File: config.mk
export PLATFORM = sky130hd
export DESIGN_NAME = priority_arbiter_8
export DESIGN_NICKNAME = d
export VERILOG_FILES = /design/src/rtl/priority_arbiter_8.sv
export SDC_FILE = /design/constraint.sdc
export NUM_CORES = 1
export LEC_CHECK = 0
export ABC_AREA = 1
export BUFFER_PORTS_ARGS = -buffer_cell sky130_fd_sc_hd__buf_2
export CORE_AREA = 8 8 74 76
export DETAILED_ROUTE_END_ITERATION = 8
export DIE_AREA = 0 0 82 84
export PLACE_DENSITY = 0.73
export SLEW_MARGIN = 10
export SYNTH_ARGS = -nofsm -noshare
export SYNTH_HDL_FRONTEND = slang
export SYNTH_SLANG_ARGS = --single-unit
File: constraint.sdc
create_clock -name clk -period 3.5 [get_ports clk]
set_clock_uncertainty 0.2 [all_clocks]
set_input_delay 0.35 -clock clk [delete_from_list [all_inputs] [get_ports clk]]
set_output_delay 0.35 -clock clk [all_outputs]
set_load 0.005 [all_outputs]
File: src/rtl/priority_arbiter_8.sv
// rtl/priority_arbiter_8.sv - 8-requester fixed-priority / round-robin arbiter with hold limit

module priority_arbiter_8 #(
  parameter int MAX_HOLD = 16
) (
  input  logic       clk,
  input  logic       rst_n,
  input  logic [7:0] req,
  input  logic       mode,
  output logic [7:0] grant,
  output logic [2:0] grant_id,
  output logic       grant_valid,
  output logic       timeout
);

  localparam int HW = $clog2(MAX_HOLD);
  localparam logic [HW-1:0] HOLD_LAST = HW'(MAX_HOLD - 1);

  typedef enum logic {
    IDLE,
    GRANT
  } state_t;

  state_t        state;
  logic [HW-1:0] hold_cnt;
  logic [2:0]    ptr;
  // one-hot mask of the requester that just timed out; zero means nothing skipped
  logic [7:0]    skip;

  logic [7:0] eligible;
  logic [2:0] fixed_w;
  logic [2:0] rr_w;
  logic       rr_found;
  logic [2:0] rr_idx;
  logic [2:0] win;

  // winner selection: highest index for fixed, search downward from ptr-1 for round robin
  always_comb begin
    eligible = req & ~skip;
    fixed_w  = 3'd0;
    rr_w     = 3'd0;
    rr_found = 1'b0;
    rr_idx   = 3'd0;
    for (int i = 0; i < 8; i++) begin
      if (eligible[i]) fixed_w = 3'(i);
    end
    for (int i = 1; i <= 8; i++) begin
      rr_idx = ptr - 3'(i);
      if (!rr_found && eligible[rr_idx]) begin
        rr_w     = rr_idx;
        rr_found = 1'b1;
      end
    end
    win = mode ? rr_w : fixed_w;
  end

  // arbitration state machine with registered grant outputs
  always_ff @(posedge clk or negedge rst_n) begin
    if (!rst_n) begin
      state       <= IDLE;
      grant       <= 8'd0;
      grant_id    <= 3'd0;
      grant_valid <= 1'b0;
      timeout     <= 1'b0;
      hold_cnt    <= '0;
      ptr         <= 3'd0;
      skip        <= 8'd0;
    end else begin
      case (state)
        IDLE: begin
          timeout <= 1'b0;
          skip    <= 8'd0;
          if (|eligible) begin
            state       <= GRANT;
            grant       <= 8'b1 << win;
            grant_id    <= win;
            grant_valid <= 1'b1;
            hold_cnt    <= '0;
            ptr         <= win;
          end
        end
        GRANT: begin
          if (!req[grant_id]) begin
            // release wins over a coincident hold-limit expiry
            state       <= IDLE;
            grant       <= 8'd0;
            grant_id    <= 3'd0;
            grant_valid <= 1'b0;
            timeout     <= 1'b0;
          end else if (hold_cnt == HOLD_LAST) begin
            state       <= IDLE;
            grant       <= 8'd0;
            grant_id    <= 3'd0;
            grant_valid <= 1'b0;
            timeout     <= 1'b1;
            skip        <= grant;
          end else begin
            hold_cnt <= hold_cnt + 1'b1;
          end
        end
        default: state <= IDLE;
      endcase
    end
  end

endmodule

**Word-level counts from Yosys, hierarchy flattened**

Cells that the tools add are included.
Widths: inputs -> output; s select.

- Logic and storage cells: 121
- Input port bits: 11
- Output and inout port bits: 13
- Flip-flop bits (word level): 29

- Add/subtract/negate cells: 8
- Shift-type cells: 1
- Magnitude comparators: 9
- Reductions and logical operators: 19
- Muxes and demuxes: 67
- Eq/ne operators: 6
- Bitwise logic cells: 3

Operators with widths:

| cell | count |
|---|---|
| $mux 3 | 16 |
| $mux 8 | 5 |
| $lt 3x4->1 const B | 9 |
| $pmux 8 s2 | 2 |
| $bmux 1 s3 | 9 |
| $mux 1 | 25 |
| $mux 4 | 3 |
| $sub 3x3->3 const B | 4 |
| $and 8x8->8 | 1 |
| $not 8->8 | 1 |
| $pmux 4 s2 | 1 |
| $reduce_or 8->1 | 1 |
| $shl 1x3->8 const A | 1 |
| $logic_and 1x1->1 | 7 |
| $logic_not 1->1 | 7 |
| $pmux 1 s2 | 3 |
| $pmux 3 s2 | 1 |
| $reduce_and 2->1 | 3 |
| $sub 3x2->3 const B | 2 |
| $add 4x1->4 const B | 1 |
| $eq 4x4->1 const B | 1 |
| $mux 2 | 2 |
| $ne 2x1->1 const B | 2 |
| $ne 2x2->1 const B | 2 |
| 4 further kinds | 4 |

**Longest topological paths before layout**

Gate-level depths: netlist of run 1.

- Depth after elaboration: 30
- Gate-level depth with buffers: 21
- Gate-level depth less buffers: 20

**Least setup slack after synthesis of run 1**

OpenSTA, ideal clock, no wires.

- Kind: reg2reg
- Start: reg ptr[1]
- End: reg grant[5]
- Path slack: 822 ps
- Data required time: 3235 ps
- Cell stages (with the launch flop): 21
- Arrival: 2413 ps
- Setup time: 65 ps
- Clock period less this slack: 2678 ps
- Path buffers: 1
- Cells stage by stage: dfrtp_1 > buf_4 > inv_1 > ha_1 > inv_1 > nand3_1 > nand2_1 > nand2_1 > nand2_2 > nand3_4 > nor2_8 > nand4_2 > nand2_1 > inv_1 > nand2_1 > nand2_1 > nand2_2 > nand2_2 > nor2_4 > nand2_1 > nand2_1

- Cells in the longest elaborated chain, start to end: 29
- Elaborated cells on any way between the ends: 56
- Classes of those cells: add/sub: 7; shift: 1; mux: 34; reduce/logical: 14

Ends and longest elaborated chain:

| element | line | source |
|---|---|---|
| start: declaration | 26 | `logic [2:0] ptr;` |
| start signal: assignment | 79 | `ptr <= win;` |
| $sub 3x1->3 | 48 | `rr_idx = ptr - 3'(i);` |
| $bmux 1 s3 | 49 | `if (!rr_found && eligible[rr_idx]) begin` |
| $mux 1 (not written as such) | 49 |  |
| $mux 1 | 49 |  |
| $logic_not 1->1 | 49 |  |
| $logic_and 1x1->1 | 49 |  |
| $mux 1 | 49 |  |
| $logic_not 1->1 | 49 |  |
| [... 13 more ...] | n/a |  |
| $mux 1 | 49 |  |
| $logic_not 1->1 | 49 |  |
| $logic_and 1x1->1 | 49 |  |
| $mux 3 * | 49 |  |
| $mux 3 * | 54 | `win = mode ? rr_w : fixed_w;` |
| $shl 1x3->8 * | 75 | `grant <= 8'b1 << win;` |
| $mux 8 * | 73 | `if (\|eligible) begin` |
| $pmux 8 s2 * | 69 | `case (state)` |
| end signal: assignment | 75 |  |
| end: declaration | 10 | `output logic [7:0] grant,` |

Every way passes the cells marked *; elsewhere a longest branch is shown, timed or not. The select of a mux whose other input is x is not followed.
A chain may end at the register's enable or synchronous reset.

**Final worst setup path of run 1**

- Start: reg ptr[0]
- End: reg grant[6]

Same word-level chain as after synthesis.

==> reports/results.txt, run 1 <==
Status = completed
Vias in the first global route = 2121
Power per cell area = 1121 nW/µm²
Initial antenna violation count = 0
Tmin final = 3.023 ns
Slew @ Worst Pin = 0.6414 ns
IO Pins = 24
Synth top area share = 32.06%
Largest net degree at the start of global routing = 30
Synth-to-Final Area Change = 12.88%
Via density = 5.548
Count of final setup violators = 0
Grt ovf = 0
Synth Area in XOR/XNOR = 2.322%
Reg clk slew, reported paths = 0.06 ns
Root buf cell = clkbuf_8
Final hold vios = 0
Total wire length = 5917 µm
Max-cap violations = 0
Syn nets = 341
Final Cycle Share = 86.36%
Crit-path cells = inv_2 -> ha_1 -> inv_1 -> nand3_1 -> nand2_1 -> nand2_1 -> nand2_1 -> nand4_1 -> nor2_2 -> nand4_1 -> nand2_1 -> inv_2 -> nand2_2 -> nand2_2 -> nor2_4 -> nand2_1 -> nand2_1
Post-Synthesis Cells = 327
Slew Limit Fails = 0
Hold WS = 0.2826 ns
Worst path buffer plus inverter count = 3
Share of layout cells above drive strength 1 = 19.33%
Most used cell, CP = nand2_1
Post-Synth Simple-Gate Area = 46.99%
Post-layout net count = 370
First-pass GRT wire length = 10050 µm
Synthesized area = 2263 µm²
Setup CP Type = reg -> reg
Leak = 1.345 nW
DP HPWL = 4733 µm
Primary FF master, synth = dfrtp_1
# H-tree levels = 2
Post-CTS Setup Inserts = 0
Fmax = 0.3308 GHz
Core Footprint = 4264 µm²
DR pass1 iterations = 4
Residual DRC = 0
Setup TNS = 0 ns
Synth cell types = 35
WL/cell = 14.47 µm
Antenna-violating nets left = 0
CP Capture Type = register
Row count = 24
Sink Count = 29
HP Class = reg -> reg
N_diodes = 0
WP data arrival = 3.04 ns
Compound-Gate Fraction of Synth Area = 9.011%
IR drop worst, VDD = 0.5035 mV
Worst skew pair latency = 0.28 ns
Adder-cell share of the synthesized area = 1.658%
RSZ-0062 raised after global routing = no
Total clock buffers created by CTS = 5
All-Layer GR Usage = 18.02%
Initial DRC count = 245
Startpoint types = register
Clock Tree Buf Depth = 2
Gp weighted congestion = 0.9336
Mean post-synth cell area = 6.922 µm²
Async set-reset flop share out of synthesis = 100.0%
CP max stage delay = 0.39 ns
# port buffers = 23
DIE AREA = 6888 µm²
Synthesis-stage register bit count = 29
Number of flops mapped to enable cells by yosys = 0
Mux cell area share after synthesis = 0%
CTS tree = built
Yosys top cell by area = dfrtp_1
Die Ht = 84 µm
DR vias = 2269
Synth Warn # = 0
Synth area leaders = dfrtp_1 (32%), nand2_1 (16%), nand3_1 (12%)
Slowest stage cell, crit path = dfrtp_1
Top delay family on crit path = simple AND/OR/NAND/NOR gates
Synth top cells by count = nand2_1 (98), nand3_1 (55), inv_1 (33)
Most frequent cell after synthesis = nand2_1
Starting Density = 53.08%
Register area share after synthesis = 32.06%
Main combinational cell family by area after synthesis = simple AND/OR/NAND/NOR gates
Flop-to-flop setup slack = 0.48 ns
Die width = 82 µm
Worst-path fanout max = 13
Worst endpoint required time = 3.52 ns
Relative max-transition margin = 56.79%
==> tightest hold or removal path, cell delays in order (launching register included) <==
cell,delay (ns)
dfrtp_1,0.35
nand2_1,0.05
nand2_1,0.05
==> cell type report <==
type,count,area (µm²)
fill,400,1709
inverter,37,138.9
tap,52,65.06
sequential,29,725.7
clock buffer,6,82.58
clock inverter,2,37.54
multi-input combinational,256,1358
timing repair buffer,27,147.6
==> report_power, final <==
part	switching [mW]	internal [mW]
registers	0.0955	0.427
clock network	0.126	0.231
logic	1.35	0.637
total	1.57	1.30
==> flip-flops by register name, summed over array words and instances, names as in the netlist <==
name         flops
grant            8
grant_id         3
grant_valid      1
hold_cnt         4
ptr              3
skip             8
state            1
timeout          1
==> metal layers <==
| metal | vias up | share of wire [%] | global-route usage (%) |
|---|---|---|---|
| li1 | 1140 | - | - |
| met1 | 1041 | 49 | 26.79 |
| met2 | 84 | 43 | 25.86 |
| met3 | 4 | 7.0 | 3.341 |
| met4 | 0 | 0.71 | 3.674 |
| met5 | - | 0 | 0 |
==> kinds of logic after synthesis <==
family	count (synthesis)
simple gates	215
buf+inv	42
compound gates	35
flops	29
xor+xnor	3
fa+ha+maj	3
==> worst paths after layout <==
check | startpoint | end | cells after the start
worst min-delay path | grant_valid$_DFFE_PN0P_ | grant_valid$_DFFE_PN0P_ | 2
max in group asynchronous | rst_n | grant_id[2]$_DFFE_PN0P_ | 2
worst min register to register | grant_valid$_DFFE_PN0P_ | grant_valid$_DFFE_PN0P_ | 2
worst max register to register | ptr[0]$_DFFE_PN0P_ | grant[6]$_DFFE_PN0P_ | 17
min in group asynchronous | rst_n | grant[7]$_DFFE_PN0P_ | 2
worst max-delay path | ptr[0]$_DFFE_PN0P_ | grant[6]$_DFFE_PN0P_ | 17
==> stage by stage <==
step           setup WS, ns  power (mW)  instance area (µm²)  utilization, %  cells
2_1_floorplan        0.8221       2.062                 2263               -    327
3_3_place_gp         0.5636       2.478                 2425           56.87    400
3_5_place_dp         0.5229       2.491                 2425           56.87    400
4_1_cts              0.5140       2.853                 2555           59.92    409
5_1_grt              0.1414       3.161                 2555           59.92    409
6_report             0.4773       2.864                 2555           59.92    409
==> cell usage in the layout, fill, tap and decap left out, types with 2 or more instances in the layout <==
master	instances
a21oi_1	5
inv_1	33
dfrtp_1	29
o21ai_0	22
nor2_1	21
buf_2	23
nand2_1	98
nor2_2	3
nand4_1	9
ha_1	3
nand3_4	2
buf_4	3
nor3_1	2
nand3_2	9
nand3_1	55
nand2_2	10
clkbuf_8	6
inv_2	4
==> repair_timing <==
item / CTS / global route
gates resized for setup: 0 / 0
hold buffers: 1 / 0
setup endpoints to repair: 0 / 0
endpoints found under the hold margin: 29 / 0
Note: power is estimated with default switching activity, not from simulation.
==> inputs of run 2 (changes only) <==
--- a/config.mk
+++ b/config.mk
@@ -6,11 +6,13 @@
 export NUM_CORES = 1
 export LEC_CHECK = 0
 export ABC_AREA = 1
+export ABC_CLOCK_PERIOD_IN_PS = 3500
 export BUFFER_PORTS_ARGS = -buffer_cell sky130_fd_sc_hd__buf_2
-export CORE_AREA = 8 8 74 76
+export CORE_AREA = 8 8 77 79
 export DETAILED_ROUTE_END_ITERATION = 8
-export DIE_AREA = 0 0 82 84
-export PLACE_DENSITY = 0.73
+export DIE_AREA = 0 0 85 87
+export HOLD_SLACK_MARGIN = 0.05
+export PLACE_DENSITY = 0.67
 export SLEW_MARGIN = 10
 export SYNTH_ARGS = -nofsm -noshare
 export SYNTH_HDL_FRONTEND = slang
==> run 2 against run 1 <==
- first-iteration DRC count down 51%
- critical path type unchanged
- via count about the same
- critical path depth unchanged
- setup slack better by 0.038 ns
- largest power group unchanged
==> reports/results.txt, run 2 (same netlist as run 1, synthesis figures left out) <==
Worst Hold Launch = grant_valid$_DFFE_PN0P_
Met1 GRT Util = 20.92% (-5.9 points)
Reg-to-reg startpoint = ptr[1]$_DFFE_PN0P_
WP data arrival = 3.00 ns (-0.04 ns)
Sink Count = 29 (unchanged)
DIE AREA = 7395 µm² (+7.4%)
Largest net degree at the start of global routing = 30 (unchanged)
Setup CP Type = reg -> reg
Initial antenna violation count = 0 (unchanged)
Leak = 1.341 nW (-0.26%)
Relative max-transition margin = 55.22% (-1.6 points)
Post-CTS resize count = 0 (unchanged)
RSZ-0062 raised after global routing = no
Antenna-violating nets left = 0 (unchanged)
Most frequent cells in the layout = nand2_1 (98), nand3_1 (55), inv_1 (33)
GR met3 Demand/Resource = 2.170% (-1.2 points)
Grt ovf = 0 (unchanged)
# H-tree levels = 2 (unchanged)
Residual DRC = 0 (unchanged)
Hold endpoint = grant_valid$_DFFE_PN0P_
Pint = 1.235 mW (-4.7%)
WHS Path Cells = 2 (unchanged)
Final Cycle Share = 85.27% (-1.1 points)
N_diodes = 0 (unchanged)
Slew Limit Fails = 0 (unchanged)
Switching Power = 1.572 mW (+0.19%)
Worst-path fanout max = 7 (-6)
Placed Area = 2445 µm² (+0.83%)
CP Capture Type = register
Root buf cell = clkbuf_8
Startpoint types = register
# fillers = 481 (+20%)
Status = completed
# port buffers = 23 (unchanged)
First-pass GRT wire length = 10590 µm (+5.4%)
Flop-to-flop setup slack = 0.52 ns (+0.04 ns)
Reg clk slew, reported paths = 0.07 ns (about the same)
Largest regs = grant (8), skip (8), hold_cnt (4)
Finished Cell Area = 2541 µm² (-0.54%)
Clock power frac = 9.9% (-2.6 points)
Fmax = 0.3351 GHz (+1.3%)
Count of final setup violators = 0 (unchanged)
Setup TNS = 0 ns (unchanged)
Logic pwr share = 71.2% (+1.9 points)
DP HPWL = 4957 µm (+4.7%)
IR drop worst, VDD = 0.4165 mV (-17%)
RR Endpoint = grant[7]$_DFFE_PN0P_
Share of layout cells above drive strength 1 = 19.27% (-0.054 points)
Core Footprint = 4847 µm² (+14%)
R2R depth = 17 (unchanged)
Slew @ Worst Pin = 0.6692 ns (+0.02784 ns)
IO Pins = 24 (unchanged)
Max-cap violations = 0 (unchanged)
DR vias = 2268 (-0.044%)
Synth-to-Final Area Change = 12.27%
Final design utilization = 52.43% (-7.5 points)
Row count = 26 (+8.3%)
Vias in the first global route = 2267 (+6.9%)
Die width = 85 µm (+3.7%)
Share of total power in sequential cells = 19.0% (+0.8 points)
Post-layout net count = 372 (+0.54%)
Initial DRC count = 121 (-51%)
Global Route met2 Usage = 31.89% (+6.0 points)
Via density = 5.478 (-1.3%)
Worst skew pair latency = 0.28 ns (about the same)
Gp weighted congestion = 0.9473 (+1.5%)
WL/cell = 14.81 µm (+2.3%)
Commonest non-fill, non-tap cell in the layout = nand2_1
Starting Density = 46.70% (-6.4 points)
HP Class = reg -> reg
Tmin final = 2.984 ns (-0.03822 ns)
Die Ht = 87 µm (+3.6%)
CTS tree = built
DR pass1 iterations = 4 (unchanged)
Hold WS = 0.2823 ns (-0.0003050 ns)
All-Layer GR Usage = 17.89% (-0.13 points)
Final hold vios = 0 (unchanged)
Post-CTS Setup Inserts = 0 (unchanged)
# hold bufs at CTS = 1 (unchanged)
Sw frac = 56.00% (+1.2 points)
Worst endpoint required time = 3.51 ns (about the same)
Total wire length = 6130 µm (+3.6%)
Power per cell area = 1105 nW/µm² (-1.5%)
Clock Tree Buf Depth = 2 (unchanged)
Global route hottest layer = met2
Total clock buffers created by CTS = 5 (unchanged)
==> run 2: changes by cell type in the layout (fill, tap and decap cells not counted) <==
| cell | change |
|---|---|
| bufinv_16 | -1 |
| clkbuf_1 | +1 |
| buf_4 | +2 |
| clkinvlp_4 | -1 |
==> run 2: metal layers <==
| layer | vias to the layer above | part of all wire (%) |
|---|---|---|
| met3 | 15 | 3.6 |
| met5 | - | 0 |
| li1 | 1145 | - |
| met2 | 51 | 48 |
| met4 | 0 | 3.1 |
| met1 | 1057 | 45 |
==> run 2: metrics by stage <==
stage                     power [mW]  setup WS (ns)  std cells
after floorplan                2.062         0.8221        327
after global placement         2.507         0.6453        406
after detailed placement       2.525         0.5767        406
after CTS                      2.809         0.5445        414
after global routing           3.117         0.2865        414
final                          2.807         0.5156        414
==> run 2: worst max-delay path by stage <==
stage / from / endpoint / slack [ns] / cells after the start
finish: ptr[1]$_DFFE_PN0P_ / grant[7]$_DFFE_PN0P_ / 0.52 / 17
global route: ptr[1]$_DFFE_PN0P_ / grant[1]$_DFFE_PN0P_ / 0.29 / 17
CTS: ptr[1]$_DFFE_PN0P_ / grant[6]$_DFFE_PN0P_ / 0.54 / 17
detailed placement: ptr[1]$_DFFE_PN0P_ / grant[6]$_DFFE_PN0P_ / 0.58 / 17
global placement: ptr[1]$_DFFE_PN0P_ / grant[6]$_DFFE_PN0P_ / 0.65 / 17
floorplan: ptr[1]$_DFFE_PN0P_ / grant[5]$_DFFE_PN0P_ / 0.82 / 20
==> run 2: power groups by stage <==
stage	logic (mW)	clock network [mW]	registers, mW
CTS	2.00	0.283	0.529
detailed placement	1.99	0	0.535
global route	2.28	0.296	0.543
floorplan	1.56	0	0.502
global placement	1.97	0	0.535
finish	2.00	0.277	0.532
==> run 2: cell type report <==
| type | count | area, µm² | area share [%] |
|---|---|---|---|
| Tap cell | 56 | 70.07 | 2.757 |
| Timing Repair Buffer | 29 | 162.7 | 6.401 |
| Clock buffer | 7 | 86.33 | 3.397 |
| Multi-Input combinational cell | 256 | 1358 | 53.42 |
| Sequential cell | 29 | 725.7 | 28.56 |
| Inverter | 37 | 138.9 | 5.465 |
==> run 2: critical path, stage by stage, from the launching register on <==
cell	delay, ns
dfrtp_1	0.38
inv_1	0.21
ha_1	0.35
inv_1	0.22
nand3_1	0.16
nand2_1	0.12
nand2_1	0.05
nand2_1	0.21
nand4_1	0.16
nor2_2	0.18
nand4_1	0.10
nand2_1	0.10
inv_2	0.04
nand2_2	0.09
nand2_2	0.08
nor2_4	0.12
nand2_1	0.08
nand2_1	0.06
==> inputs of run 3 (changes only) <==
--- a/config.mk
+++ b/config.mk
@@ -5,14 +5,13 @@
 export SDC_FILE = /design/constraint.sdc
 export NUM_CORES = 1
 export LEC_CHECK = 0
-export ABC_AREA = 1
 export ABC_CLOCK_PERIOD_IN_PS = 3500
 export BUFFER_PORTS_ARGS = -buffer_cell sky130_fd_sc_hd__buf_2
 export CORE_AREA = 8 8 77 79
 export DETAILED_ROUTE_END_ITERATION = 8
 export DIE_AREA = 0 0 85 87
 export HOLD_SLACK_MARGIN = 0.05
-export PLACE_DENSITY = 0.67
+export PLACE_DENSITY = 0.68
 export SLEW_MARGIN = 10
 export SYNTH_ARGS = -nofsm -noshare
 export SYNTH_HDL_FRONTEND = slang
==> run 3 against run 2 <==
- synthesized area rose by 0.61%
- register-to-register slack worse by 0.28 ns
- setup slack lost 0.28 ns
- maximum frequency decreased by 8.6%
- combinational power about the same
- via count fell by 9.9%
- design area up 5.0%
- sequential share of layout area fell by 1.4 points
- utilization up 2.6 points
- largest power group unchanged
- highest routed layer unchanged
==> reports/results.txt, run 3 <==
Row count = 26 (unchanged)
Antenna-violating nets left = 0 (unchanged)
Final design utilization = 55.06% (+2.6 points)
Synth Warn # = 0 (unchanged)
Finished Cell Area = 2669 µm² (+5.0%)
N_diodes = 0 (unchanged)
Residual DRC = 0 (unchanged)
DR pass1 iterations = 4 (unchanged)
Primary FF master, synth = dfrtp_1
Post-CTS Setup Inserts = 0 (unchanged)
Register area share after synthesis = 31.87% (-0.19 points)
Slew Limit Fails = 0 (unchanged)
Worst-path fanout max = 6 (-1)
Worst Hold Launch = grant_valid$_DFFE_PN0P_
CP Capture Type = register
Synth cell types = 68 (+94%)
Placed Area = 2542 µm² (+4.0%)
Flop-to-flop setup slack = 0.23 ns (-0.28 ns)
Gp weighted congestion = 0.9892 (+4.4%)
Hold endpoint = grant_valid$_DFFE_PN0P_
Largest net degree at the start of global routing = 30 (unchanged)
IR drop worst, VDD = 0.7130 mV (+71%)
Synth-to-Final Area Change = 17.20%
Total clock buffers created by CTS = 5 (unchanged)
FF+latch area = 725.7 µm² (unchanged)
WL/cell = 17.98 µm (+21%)
Leak = 1.221 nW (-9.0%)
WP data arrival = 3.24 ns (+0.24 ns)
RSZ-0062 raised after global routing = no
Max-cap violations = 0 (unchanged)
# fillers = 449 (-6.7%)
CTS tree = built
Number of flops mapped to enable cells by yosys = 0 (unchanged)
Setup TNS = 0 ns (unchanged)
Final hold vios = 0 (unchanged)
Starting Density = 46.98% (+0.28 points)
Reg-to-reg startpoint = ptr[0]$_DFFE_PN0P_
Yosys top cell by area = dfrtp_1
Fmax = 0.3062 GHz (-8.6%)
Die width = 85 µm (unchanged)
CP max stage delay = 0.51 ns (+0.13 ns)
Via density = 6.194 (+13%)
HP Class = reg -> reg
Post-layout net count = 287 (-23%)
Synthesis-stage register bit count = 29 (unchanged)
Die Ht = 87 µm (unchanged)
# port buffers = 23 (unchanged)
Slowest stage cell, crit path = or4_4
Non-Filler Instances = 330 (-20%)
Hold WS = 0.2936 ns (+0.01127 ns)
Synthesized area = 2277 µm² (+0.61%)
Post-Synthesis Cells = 233 (-29%)
Total wire length = 5935 µm (-3.2%)
Worst endpoint required time = 3.47 ns (-0.04 ns)
Post-CTS resize count = 0 (unchanged)
Tmin final = 3.266 ns (+0.2813 ns)
Initial DRC count = 97 (-20%)
WHS Path Cells = 2 (unchanged)
Share of layout cells above drive strength 1 = 28.47% (+9.2 points)
Clock Tree Buf Depth = 2 (unchanged)
# H-tree levels = 2 (unchanged)
Status = completed
Worst skew pair latency = 0.27 ns (about the same)
# hold bufs at CTS = 1 (unchanged)
Sink Count = 29 (unchanged)
Syn nets = 247 (-28%)
Reg clk slew, reported paths = 0.06 ns (about the same)
Commonest non-fill, non-tap cell in the layout = nand2_1
First-pass GRT wire length = 9998 µm (-5.6%)
DR vias = 2044 (-9.9%)
Synth top area share = 31.87% (-0.19 points)
IO Pins = 24 (unchanged)
Relative max-transition margin = 58.51% (+3.3 points)
DP HPWL = 4739 µm (-4.4%)
Core Footprint = 4847 µm² (unchanged)
Vias in the first global route = 2074 (-8.5%)
Largest regs = grant (8), skip (8), hold_cnt (4)
Root buf cell = clkbuf_8
Grt ovf = 0 (unchanged)
Setup CP Type = reg -> reg
Most frequent cells in the layout = nand2_1 (32), dfrtp_1 (29), buf_2 (23)
R2R depth = 9 (-8)
Synth area leaders = dfrtp_1 (32%), mux4_2 (7.9%), nand2_1 (5.3%)
RR Endpoint = grant[2]$_DFFE_PN0P_
Most frequent cell after synthesis = nand2_1
Initial antenna violation count = 0 (unchanged)
Power per cell area = 1085 nW/µm² (-1.8%)
DIE AREA = 7395 µm² (unchanged)
Multi-input logic area = 1470 µm² (+8.3%)
Placed insts = 321 (-21%)
Mean post-synth cell area = 9.773 µm² (+41%)
Count of final setup violators = 0 (unchanged)
Async set-reset flop share out of synthesis = 100.0% (unchanged)
Crit-path cells = ha_1 -> xor2_1 -> mux4_2 -> mux2_2 -> o21ai_0 -> a211oi_1 -> or4_4 -> a31o_4 -> o41ai_2
Synth top cells by count = nand2_1 (32), dfrtp_1 (29), o21ai_0 (13)
Slew @ Worst Pin = 0.6224 ns (-0.04686 ns)
Startpoint types = register
All-Layer GR Usage = 16.83% (-1.1 points)
Final Cycle Share = 93.31% (+8.0 points)
-- run 3: cell types whose count changed in the layout (fill, tap and decap cells not counted), sizes merged, moves of 11 or more --
| cell | previous run | this run |
|---|---|---|
| nand2 | 109 | 32 |
| nand3 | 66 | 6 |
| inv | 37 | 5 |
| buf | 28 | 42 |
| nor2 | 26 | 12 |
| mux2i | 0 | 11 |
| nand2b | 0 | 11 |
-- run 3: kinds of logic after synthesis --
logic type               after synthesis  synth area share [%]
AND/OR/NAND/NOR                       90                 22.69
multiplexers                          24                 15.38
AO/OA/AOI/OAI                         69                 23.68
XOR/XNOR                               3                 1.154
buffers and inverters                 15                 3.570
adder cells (fa/ha/maj)                3                 1.649
flip-flops                            29                 31.87
-- run 3: worst max path at each step --
stage          slack (ns)          startpoint                   end  depth (start not counted)
6_report             0.23  ptr[0]$_DFFE_PN0P_  grant[2]$_DFFE_PN0P_                          9
5_1_grt              0.05  ptr[0]$_DFFE_PN0P_  grant[7]$_DFFE_PN0P_                          9
4_1_cts              0.28  ptr[1]$_DFFE_PN0P_  grant[2]$_DFFE_PN0P_                          9
3_5_place_dp         0.29  ptr[0]$_DFFE_PN0P_  grant[1]$_DFFE_PN0P_                          9
3_3_place_gp         0.26  ptr[0]$_DFFE_PN0P_  grant[1]$_DFFE_PN0P_                          9
2_1_floorplan        0.14  ptr[1]$_DFFE_PN0P_  grant[0]$_DFFE_PN0P_                         12
-- run 3: layout make-up --
type / instances / area share [%]
well taps: 56 / 2.625
multi-input cells: 189 / 55.09
clock buffers: 7 / 3.235
clock inverters: 1 / 1.125
inverters: 5 / 0.7032
repair buffers: 43 / 10.03
flip-flops and latches: 29 / 27.19
-- run 3: critical path, delay by kind of cell (launching register included) --
| family | cells | cell delay (ns) |
|---|---|---|
| adders and majority gates | 1 | 0.21 |
| muxes | 2 | 0.71 |
| xor gates and xnor gates | 1 | 0.36 |
| DFF | 1 | 0.40 |
| and+or+nand+nor | 1 | 0.51 |
| AOI/OAI and AO/OA | 4 | 0.77 |
-- run 3: power by group --
group	switching (mW)	internal, mW
Sequential	0.0976	0.428
Combinational	1.13	0.896
Clock	0.114	0.232
-- run 3: routing by layer --
layer  global-route usage [%]  routed length (µm)  vias up
met4                    7.929                 131        0
met5                        0                   0        -
li1                         -                   -      995
met2                    28.27                2918       55
met3                    3.396                 242       10
met1                    20.15                2641      984
-- run 3: metrics by stage --
step | worst slack, ns | total power, mW
after CTS | 0.2760 | 2.886
final | 0.2343 | 2.895
after global routing | 0.05306 | 3.120
after detailed placement | 0.2926 | 2.522
after floorplan | 0.1373 | 1.969
after global placement | 0.2646 | 2.540
